### config.mk
export PLATFORM = sky130hd
export DESIGN_NAME = dmux16_stream
export DESIGN_NICKNAME = d
export VERILOG_FILES = /design/src/rtl/dmux16_stream.sv
export SDC_FILE = /design/constraint.sdc
export NUM_CORES = 1
export LEC_CHECK = 0
export ABC_AREA = 1
export CORE_MARGIN = 2
export CORE_UTILIZATION = 48
export DETAILED_ROUTE_END_ITERATION = 8
export PLACE_DENSITY = 0.83
export SETUP_SLACK_MARGIN = 0.02
export SYNTH_ARGS = -nofsm -noshare
export SYNTH_HDL_FRONTEND = slang
export SYNTH_SLANG_ARGS = --single-unit
### constraint.sdc
create_clock -name clk -period 3.42 [get_ports clk]
set_input_delay 0.855 -clock clk [delete_from_list [all_inputs] [get_ports clk]]
set_output_delay 0.855 -clock clk [all_outputs]
set_load 0.01 [all_outputs]
### src/rtl/dmux16_stream.sv
// Purpose: routes a 16-bit upstream word to one of two registered output slots selected by in_sel.
// Latency: a word accepted on edge N is on outk_data/outk_valid right after edge N.
// Backpressure: in_ready drops only when the selected slot is full and its downstream is stalled.
module dmux16_stream (
    input  logic        clk,
    input  logic        reset,
    input  logic [15:0] in_data,
    input  logic        in_sel,
    input  logic        in_valid,
    output logic        in_ready,
    output logic [15:0] out0_data,
    output logic        out0_valid,
    input  logic        out0_ready,
    output logic [15:0] out1_data,
    output logic        out1_valid,
    input  logic        out1_ready,
    output logic [7:0]  out0_count,
    output logic [7:0]  out1_count
);

    typedef struct packed {
        logic        vld;
        logic [15:0] dat;
    } slot_t;

    slot_t      slot_q [2];
    logic [7:0] cnt_q  [2];

    logic [1:0] dst_rdy;
    logic [1:0] acc_k;
    logic [1:0] dlv_k;
    logic       accept;

    assign dst_rdy = {out1_ready, out0_ready};

    // A full slot can still take a word in the cycle it drains, giving 1 word/cycle.
    always_comb begin
        in_ready = !reset && (!slot_q[in_sel].vld || dst_rdy[in_sel]);
    end

    assign accept = in_valid && in_ready;

    always_comb begin
        acc_k = '0;
        dlv_k = '0;
        for (int k = 0; k < 2; k++) begin
            acc_k[k] = accept && (int'(in_sel) == k);
            dlv_k[k] = slot_q[k].vld && dst_rdy[k];
        end
    end

    always_ff @(posedge clk) begin
        if (reset) begin
            for (int k = 0; k < 2; k++) begin
                slot_q[k] <= '0;
                cnt_q[k]  <= '0;
            end
        end else begin
            for (int k = 0; k < 2; k++) begin
                // Data is left in place on drain so an idle output shows the last word.
                if (acc_k[k]) begin
                    slot_q[k].vld <= 1'b1;
                    slot_q[k].dat <= in_data;
                end else if (dlv_k[k]) begin
                    slot_q[k].vld <= 1'b0;
                end
                if (dlv_k[k]) begin
                    cnt_q[k] <= cnt_q[k] + 8'd1;
                end
            end
        end
    end

    assign out0_valid = slot_q[0].vld;
    assign out0_data  = slot_q[0].dat;
    assign out1_valid = slot_q[1].vld;
    assign out1_data  = slot_q[1].dat;
    assign out0_count = cnt_q[0];
    assign out1_count = cnt_q[1];

endmodule

==> reports/metrics.json <==
{
  "ys_seq_elements": {"value": 50},
  "nNetsFinal": {"value": 293},
  "post-synth-top-count-cell": {"value": "edfxtp_1"},
  "postSynthNetCount": {"value": 216},
  "grt_usage": {"value": 0.185},
  "remaining_drc_errors": {"value": 0},
  "cts.repair_timing.setup_buffer_count": {"value": 0},
  "fmaxAchievable": {"value": 0.318, "unit": "GHz"},
  "rows": {"value": 24},
  "dp_hpwl": {"value": 3320, "unit": "microns"},
  "final-hold-violation-count": {"value": 0},
  "critical_path_class": {"value": "in2out"},
  "cts_htree_levels": {"value": 2},
  "layout.cells.non_filler": {"value": 322},
  "layout_worst_path_cycle_share": {"value": 0.920},
  "routed_wire_length_per_instance": {"value": 14.4, "unit": "microns"},
  "crit_required": {"value": 2.56, "unit": "ns"},
  "cts.path.max_buffers": {"value": 2},
  "critical_path.max_fanout": {"value": 7},
  "fin_crit": {"value": 3.15, "unit": "ns"},
  "setup-tns-final": {"value": 0, "unit": "ns"},
  "route.vias.total": {"value": 1594},
  "multiInputGateArea": {"value": 582, "unit": "sq um"},
  "outcome": {"value": "completed"},
  "hold_crit_start": {"value": "slot_q[1][16]$_SDFFE_PP0P_"},
  "synth_cell_types": {"value": 22},
  "post-synth-top-area-cell": {"value": "edfxtp_1"},
  "cell_area_power_density": {"value": 460, "unit": "nW/um^2"},
  "synth.top_cells.by_count": {"value": "edfxtp_1, nor2_1, inv_1, nand2_1, a21oi_1"},
  "synth-async-reset-ratio": {"value": 0},
  "num_io_pins": {"value": 73},
  "numClockSinks": {"value": 50},
  "timing.critical_path.arrival": {"value": 2.29, "unit": "ns"},
  "critical_path.cell_chain": {"value": "clkdlybuf4s50_1 -> inv_2 -> nand3_1 -> inv_1 -> clkdlybuf4s50_1"},
  "gp_routability_congestion": {"value": 0.758},
  "firstDrtPassIters": {"value": 4},
  "cts.repair.resized": {"value": 0},
  "worst_setup_path_start_kind": {"value": "primary input"},
  "maximum_number_of_pins_on_one_net_before_global_route_repair": {"value": 19},
  "ir_worst_vdd": {"value": 0.000313, "unit": "V"},
  "post-place-cells": {"value": 314},
  "crit_path_max_incr_delay": {"value": 0.54, "unit": "ns"},
  "switching_share": {"value": 0.223},
  "cts_hold_repair.buffers": {"value": 0},
  "synth.area.top_cells": {"value": "edfxtp_1, nor2_1, inv_1"},
  "antenna-diode-count": {"value": 0},
  "clkTransAtPathRegs": {"value": 0.08, "unit": "ns"},
  "port-buffer-count": {"value": 72},
  "drive_gt1_frac": {"value": 0.0963},
  "drt_first_iter_violations": {"value": 138},
  "n_fill_cell": {"value": 323},
  "antenna_left": {"value": 0},
  "setup-violations-final": {"value": 0},
  "net-switching-power": {"value": 0.321, "unit": "mW"},
  "p_seq_frac": {"value": 0.516},
  "cell_area_synth": {"value": 2240, "unit": "sq um"},
  "timing.max_cap.violations": {"value": 0},
  "cts_tree": {"value": "done"},
  "synth-warning-count": {"value": 0},
  "origin_of_the_worst_setup_path": {"value": "reset"},
  "cp_slowest_cell": {"value": "clkdlybuf4s50_1"},
  "initial_antenna_violation_count": {"value": 0},
  "clkLatencyLatePin": {"value": 0.31, "unit": "ns"},
  "final.setup_skew": {"value": 0.00682, "unit": "ns"},
  "timing.rr.start": {"value": "slot_q[0][16]$_SDFFCE_PN0P_"},
  "grt_remaining_overflow": {"value": 0},
  "cts.root.buffer_cell": {"value": "clkbuf_8"},
  "slew_viol_final": {"value": 0},
  "p_leak": {"value": 1.25, "unit": "nW"},
  "count_of_flip_flops_with_a_built_in_enable_after_synthesis": {"value": 49},
  "synth_sequential_area_ratio": {"value": 0.665},
  "grt_first_pass_wirelength": {"value": 7250, "unit": "microns"},
  "slew_headroom": {"value": 0.566},
  "hold_path.class": {"value": "reg2reg"},
  "grt_pass1_vias": {"value": 1550},
  "area.growth.synth_to_final": {"value": 39.8, "unit": "%"},
  "sequential_cell_area": {"value": 1490, "unit": "sq um"},
  "clk_network_pwr_share": {"value": 0.336},
  "cts-buffers-inserted": {"value": 5},
  "grt_setup_unrepaired": {"value": "false"},
  "chipWidth": {"value": 72.3, "unit": "microns"},
  "most_instantiated_flip_flop_cell_in_the_synthesis_netlist": {"value": "edfxtp_1"},
  "internal_power": {"value": 1.12, "unit": "mW"},
  "core": {"value": 4410, "unit": "sq um"},
  "comb_power_share": {"value": 0.148},
  "fp.dieArea": {"value": 5230, "unit": "sq um"},
  "post_synth_inst_count": {"value": 192},
  "die_h": {"value": 72.3, "unit": "microns"},
  "critical_path.most_common_cell": {"value": "clkdlybuf4s50_1"},
  "initial_utilization": {"value": 0.508},
  "worstSetupEndpointType": {"value": "primary output"},
  "post-synth-top-area-fraction": {"value": 0.656},
  "drt-vias-per-instance": {"value": 4.95},
  "worst_slew_pin_slew": {"value": 0.649, "unit": "ns"},
  "final_routed_wirelength": {"value": 4640, "unit": "microns"},
  "syn_avg_cell_area": {"value": 11.7, "unit": "sq um"}
}
critical path, delay by kind of cell:
family	cells	cell delay (ns)
buffers and inverters	4	1.32
AND/OR/NAND/NOR	1	0.10
flip-flops by register name, indices dropped and copies added, names as in the netlist:
register,cells
cnt_q,16
slot_q,34
power by group through the flow:
stage          registers, mW  logic (mW)  clock network [mW]
2_1_floorplan          0.777      0.0698                   0
3_3_place_gp           0.757       0.211                   0
3_5_place_dp           0.759       0.214                   0
4_1_cts                0.745       0.215               0.487
5_1_grt                0.751       0.231               0.511
6_report               0.745       0.213               0.484
per-stage QoR:
step	worst slack (ns)	utilization	hold slack [ns]	power [mW]	area (sq um)
3_5_place_dp	0.287	0.680	0.593	0.973	3000
4_1_cts	0.281	0.710	0.601	1.45	3130
2_1_floorplan	1.37	-	0.588	0.847	2240
6_report	0.275	0.710	0.606	1.44	3130
3_3_place_gp	0.311	0.680	0.586	0.968	3000
5_1_grt	0.184	0.710	0.633	1.49	3130
final timing paths:
check,to,slack [ns],cells after the start
hold reg to reg,slot_q[1][16]$_SDFFE_PP0P_,0.61,2
setup / recovery,in_ready,0.27,5
hold / removal,slot_q[1][16]$_SDFFE_PP0P_,0.61,2
setup reg to reg,slot_q[0][10]$_SDFFCE_PN0P_,1.76,5
cell families (layout without fill, tap and decap cells):
family | Yosys count | in the layout | synth area share
fa+ha+maj | 2 | 2 | 0.0112
simple gates | 70 | 70 | 0.149
flops | 50 | 50 | 0.665
buf+inv | 39 | 117 | 0.0753
xor+xnor | 3 | 3 | 0.0117
compound gates | 28 | 28 | 0.0876
layout by cell type (no fill, tap or decap), drive strengths merged, types with 2 or more instances in the layout:
cell type / Yosys / layout
ha: 2 / 2
xor2: 2 / 2
nand2: 19 / 19
bufinv: 0 / 2
a31oi: 3 / 3
clkdlybuf4s50: 0 / 72
nand4: 5 / 5
clkbuf: 0 / 5
nor2: 35 / 35
nand3: 9 / 9
edfxtp: 49 / 49
inv: 36 / 36
a21oi: 21 / 21
o21ai: 4 / 4
area by class of cell:
| type | count | share of cell area |
|---|---|---|
| clock buffers | 5 | 0.0220 |
| flip-flops and latches | 50 | 0.476 |
| multi-input cells | 103 | 0.186 |
| clock inverters | 3 | 0.0204 |
| inverters | 36 | 0.0431 |
| well taps | 52 | 0.0208 |
| repair buffers | 73 | 0.232 |
layer usage:
metal / global-route usage / routed length (microns) / vias to the layer above
met2: 0.303 / 2240 / 60
met4: 0.0587 / 77 / 0
met3: 0.0486 / 280 / 9
met1: 0.241 / 2040 / 723
li1: - / - / 802
met5: 0 / 0 / -
No activity file was read; power rests on OpenSTA's default activity.
==> variant 1, RTL diff (same settings) <==
Put a register stage on the outputs `out0_count` and `out1_count`. The values now appear one clock later. The other outputs are not delayed to match.
--- a/src/rtl/dmux16_stream.sv
+++ b/src/rtl/dmux16_stream.sv
@@ -75,8 +75,10 @@
     assign out0_data  = slot_q[0].dat;
     assign out1_valid = slot_q[1].vld;
     assign out1_data  = slot_q[1].dat;
-    assign out0_count = cnt_q[0];
-    assign out1_count = cnt_q[1];
+    always_ff @(posedge clk) begin
+        out0_count <= cnt_q[0];
+        out1_count <= cnt_q[1];
+    end
 
 endmodule
 
Formal check against the unedited RTL: not equivalent (Yosys sat finds a counterexample within 4 cycles, from zero or initial values).
==> variant 1 against the original RTL <==
- area after synthesis grew 14%
- cell area grew 13%
- worst setup slack lost 0.014 ns
- sequential cell count grew 16
- routed wire length grew 13%
- synthesized cell count grew 9.9%
- first-iteration DRC count shrank 52%
- power grew 24%
==> variant 1: results (changes against the original RTL) <==
The DRC violation total after the first TritonRoute iteration came out at 66 (-52%). The startpoint identified for the worst hold timing path is cnt_q[0][7]$_SDFFCE_PN0P_. The final routed wire length divided by cell count came out at 14.3 µm (-0.95%).

The insertion delay to the later sink of the worst-skew pair came out at 0.33 ns (+0.02 ns). The total vias in the final route came out at 1758 (+10%). The number of levels in the clock H-tree came out at 3 (+1). The cell depth of the worst min-delay path is 0 (-2). The number of placed cells counting well taps is 352 (+12%). The largest vdd supply drop came to 0.342 mV (+9.6%). The share of the yosys chip area belonging to registers is 70.7% (+4.2 points). The endpoint identified for the worst register-to-register timing path is slot_q[1][10]$_DFFE_PP_. The slack of the critical path came to 0.261 ns (-0.0139 ns). The fraction of final layout cells sized beyond drive strength 1 came out at 10.7% (+1.1 points). The relative max-transition margin is 66.4% (+9.8 points). The synthesized instance count came out at 211 (+9.9%). The flow ran to the end, and the final reports show no timing, DRC or antenna violations. The count of different cell masters after synthesis came out at 21 (-4.5%). The cell count of the worst reg-to-reg path is 4 (-1). The worst hold slack after final layout came out at 0.418 ns (-0.188 ns). The post-synthesis compound-gate area fraction came out at 7.62% (-1.1 points). For hold timing, the worst endpoint is out0_count[7]$_DFF_P_.

The minimum setup slack among reg-to-reg paths was 1.94 ns (+0.18 ns). The net count of the mapped netlist is 235 (+8.8%). The total global-route track usage is 18.9% (+0.45 points).

The commonest cells after synthesis are sky130_fd_sc_hd__edfxtp_1, sky130_fd_sc_hd__nor2_1, sky130_fd_sc_hd__inv_1, sky130_fd_sc_hd__nand2_1, sky130_fd_sc_hd__dfxtp_1. The global placement routability congestion came out at 0.804 (+6.2%). The cell area after placement is 3350 µm² (+12%). Yosys attributes the largest share of cell area to sky130_fd_sc_hd__edfxtp_1, sky130_fd_sc_hd__dfxtp_1, sky130_fd_sc_hd__nor2_1.

The worst register-to-register path begins at slot_q[1][16]$_SDFFE_PP0P_. The standby leakage power came out at 0.00142 µW (+14%). The final HPWL from detailed placement is 3710 µm (+12%).
[variant 1: cell count changes after synthesis, sizes merged]
cell	change
dfxtp	+16
nand4	-1
xor2	-1
a31oi	-1
nor3b	-1
a21oi	+1
nand3	+1
nor2	+3
nand2	+1
xnor2	+1
[variant 1: power groups by stage]
stage | Clock (µW) | Sequential [µW] | Combinational (µW)
2_1_floorplan | 0 | 982 | 70.1
3_3_place_gp | 0 | 962 | 214
3_5_place_dp | 0 | 965 | 219
4_1_cts | 629 | 948 | 220
5_1_grt | 663 | 954 | 235
6_report | 619 | 947 | 219
[variant 1: routing by layer]
metal,wire (µm),track usage (%),up-vias
met4,134,12.5,0
met5,0,0,-
li1,-,-,869
met3,239,4.35,9
met2,2770,33.4,49
met1,2110,20.2,831
[variant 1: area by class of cell]
class	instances	area, µm²
flip-flops and latches	66	1810
fillers	407	1600
repair buffers	74	736
multi-input cells	106	582
clock buffers	15	188
inverters	36	135
well taps	70	87.6
clock inverters	1	5.00
==> variant 2, RTL diff (config.mk and constraints unchanged) <==
Made on the original files. Reset style: asynchronous (`reset`), changed in one clocked block.
--- a/src/rtl/dmux16_stream.sv
+++ b/src/rtl/dmux16_stream.sv
@@ -49,7 +49,7 @@
         end
     end
 
-    always_ff @(posedge clk) begin
+    always_ff @(posedge clk or posedge reset) begin
         if (reset) begin
             for (int k = 0; k < 2; k++) begin
                 slot_q[k] <= '0;
Formal check against the unedited RTL: differs if reset is asserted again (counterexample within 4 cycles, from zero or initial values and one cycle with reset high); with reset held inactive, the same outputs for 10 cycles.
==> variant 2 against the original RTL <==
- worst setup slack gained 0.038 ns
- clock skew down 0.0017 ns
- area after synthesis shrank 2.5%
- worst hold slack lost 0.12 ns
- synthesized cell count is 18% higher
- sequential cell count stayed put
- routed wire length rose by 3.3%
- cell area is 2.9% lower
- critical endpoint unchanged
- via count increased by 10%
Power is not compared: it rests on default switching activity, and its combinational part moved more than twofold at a synthesized area within 25%.
==> variant 2: results (changes against the original RTL) <==
The number of placed cells counting well taps is 347 (+11%). By area the synthesized netlist is led by sky130_fd_sc_hd__dfrtp_1, sky130_fd_sc_hd__nand2_1, sky130_fd_sc_hd__nand4_1. The amount of wire on met3 after detailed routing is 185 µm (-34%). The met1 wire length came to 2140 µm (+4.9%). The die footprint came out at 5110 µm² (-2.4%). The count of different cell masters after synthesis was 23 (+4.5%). The antenna violation net count after detailed routing is 0 (unchanged).

The fraction of registers with async set/reset was 100% (+100 points). The cell area after placement came out at 2940 µm² (-2.2%). The critical path starts at out0_ready.

The DRC violation total after the first TritonRoute iteration is 104 (-25%). The post-synthesis xor/xnor area fraction is 4.81% (+3.6 points). The routed wire length was 4790 µm (+3.3%). The net count of the mapped netlist is 251 (+16%).

The met2 usage in global routing is 34.8% (+4.5 points). The end of the worst hold path is out1_data[8]$_DFFE_PP0P_. The global placement routability congestion came out at 0.749 (-1.2%). The insertion delay to the later sink of the worst-skew pair came out at 0.30 ns. The total global-route track usage is 20.9% (+2.4 points). The post-synthesis compound-gate area fraction is 3.89% (-4.9 points). The number of buffer cells added on primary ports came out at 72 (unchanged). By count the netlist is led by sky130_fd_sc_hd__nand2_1, sky130_fd_sc_hd__dfrtp_1, sky130_fd_sc_hd__inv_1, sky130_fd_sc_hd__nand4_1, sky130_fd_sc_hd__o21ai_0.

The worst hold slack after final layout came out at 0.482 ns (-0.125 ns). Clock-pin slew was measured on the worst setup and hold paths at roughly 0.090 ns. The length of routed met2 wiring is 2380 µm (+6.6%). The flow ran to the end, and the final reports show no timing, DRC or antenna violations. The minimum setup slack among reg-to-reg paths is 2.12 ns (+0.36 ns). The biggest fanout along the worst timing path came out at 3 (-4).

The cell count of the worst reg-to-reg path came to 6 (+1). The final instance count without filler cells is 355 (+10%). The pin count of the biggest net entering global routing is 52 (+33). The share of synthesized area spent on multiplexers is 1.03% (+1.0 points). The share of the yosys chip area belonging to registers came out at 57.2% (-9.3 points). The final HPWL from detailed placement is 3380 µm (+1.9%). The slew at the pin closest to its max-slew limit was 0.630 ns (-0.0189 ns). The shortest clock period the worst path allows after layout is 3.11 ns (-0.0379 ns). The number of detailed-routing iterations run before antenna repair was 5 (+1). The ratio of routed vias to standard cells is 4.94 (-0.25%). The worst register-to-register path begins at out1_valid$_DFFE_PP0P_. In this run the critical register-to-register path is captured at out1_data[14]$_DFFE_PP0P_. The layout filler cell count came out at 370 (+15%).

The met1 track utilization from global routing came out at 27.0% (+2.9 points). The fraction of final layout cells sized beyond drive strength 1 is 8.91% (-0.72 points). The post-synthesis adder-cell area fraction came out at 1.14% (+0.029 points). The arrival time reported for the critical path endpoint came out at 2.25 ns (-0.04 ns). The net count of the finished layout came out at 326 (+11%). The worst hold path belongs to the class register to register. Among all flip-flop cells after synthesis, the most frequent one is sky130_fd_sc_hd__dfrtp_1. The clock skew came out at 0.00508 ns (-0.00173 ns).

The wire length of the first global-routing pass is 8360 µm (+15%). The met3 usage in global routing was 3.66% (-1.2 points). The startpoint identified for the worst hold timing path is out1_data[8]$_DFFE_PP0P_.

The synthesized instance count was 227 (+18%).
-- variant 2: cells by family after synthesis --
| kind of cell | Yosys count |
|---|---|
| flip-flops | 50 |
| AO/OA/AOI/OAI | 17 |
| multiplexers | 2 |
| XOR/XNOR | 12 |
| AND/OR/NAND/NOR | 104 |
| buffers and inverters | 40 |
| adder cells (fa/ha/maj) | 2 |
-- variant 2: layout make-up --
cell class | count | area [µm²] | area share (%)
Clock buffer | 5 | 68.8 | 2.26
Tap cell | 52 | 65.1 | 2.14
Multi-Input combinational cell | 137 | 744 | 24.5
Clock inverter | 3 | 40.0 | 1.32
Sequential cell | 50 | 1250 | 41.1
Inverter | 31 | 116 | 3.82
Timing Repair Buffer | 77 | 758 | 24.9
-- variant 2: where the power goes --
group          total [µW]  switching, µW  internal (µW)  leakage, µW
clock network         409            193            215    0.0000579
registers             824            113            711     0.000615
logic                 514            214            301     0.000817
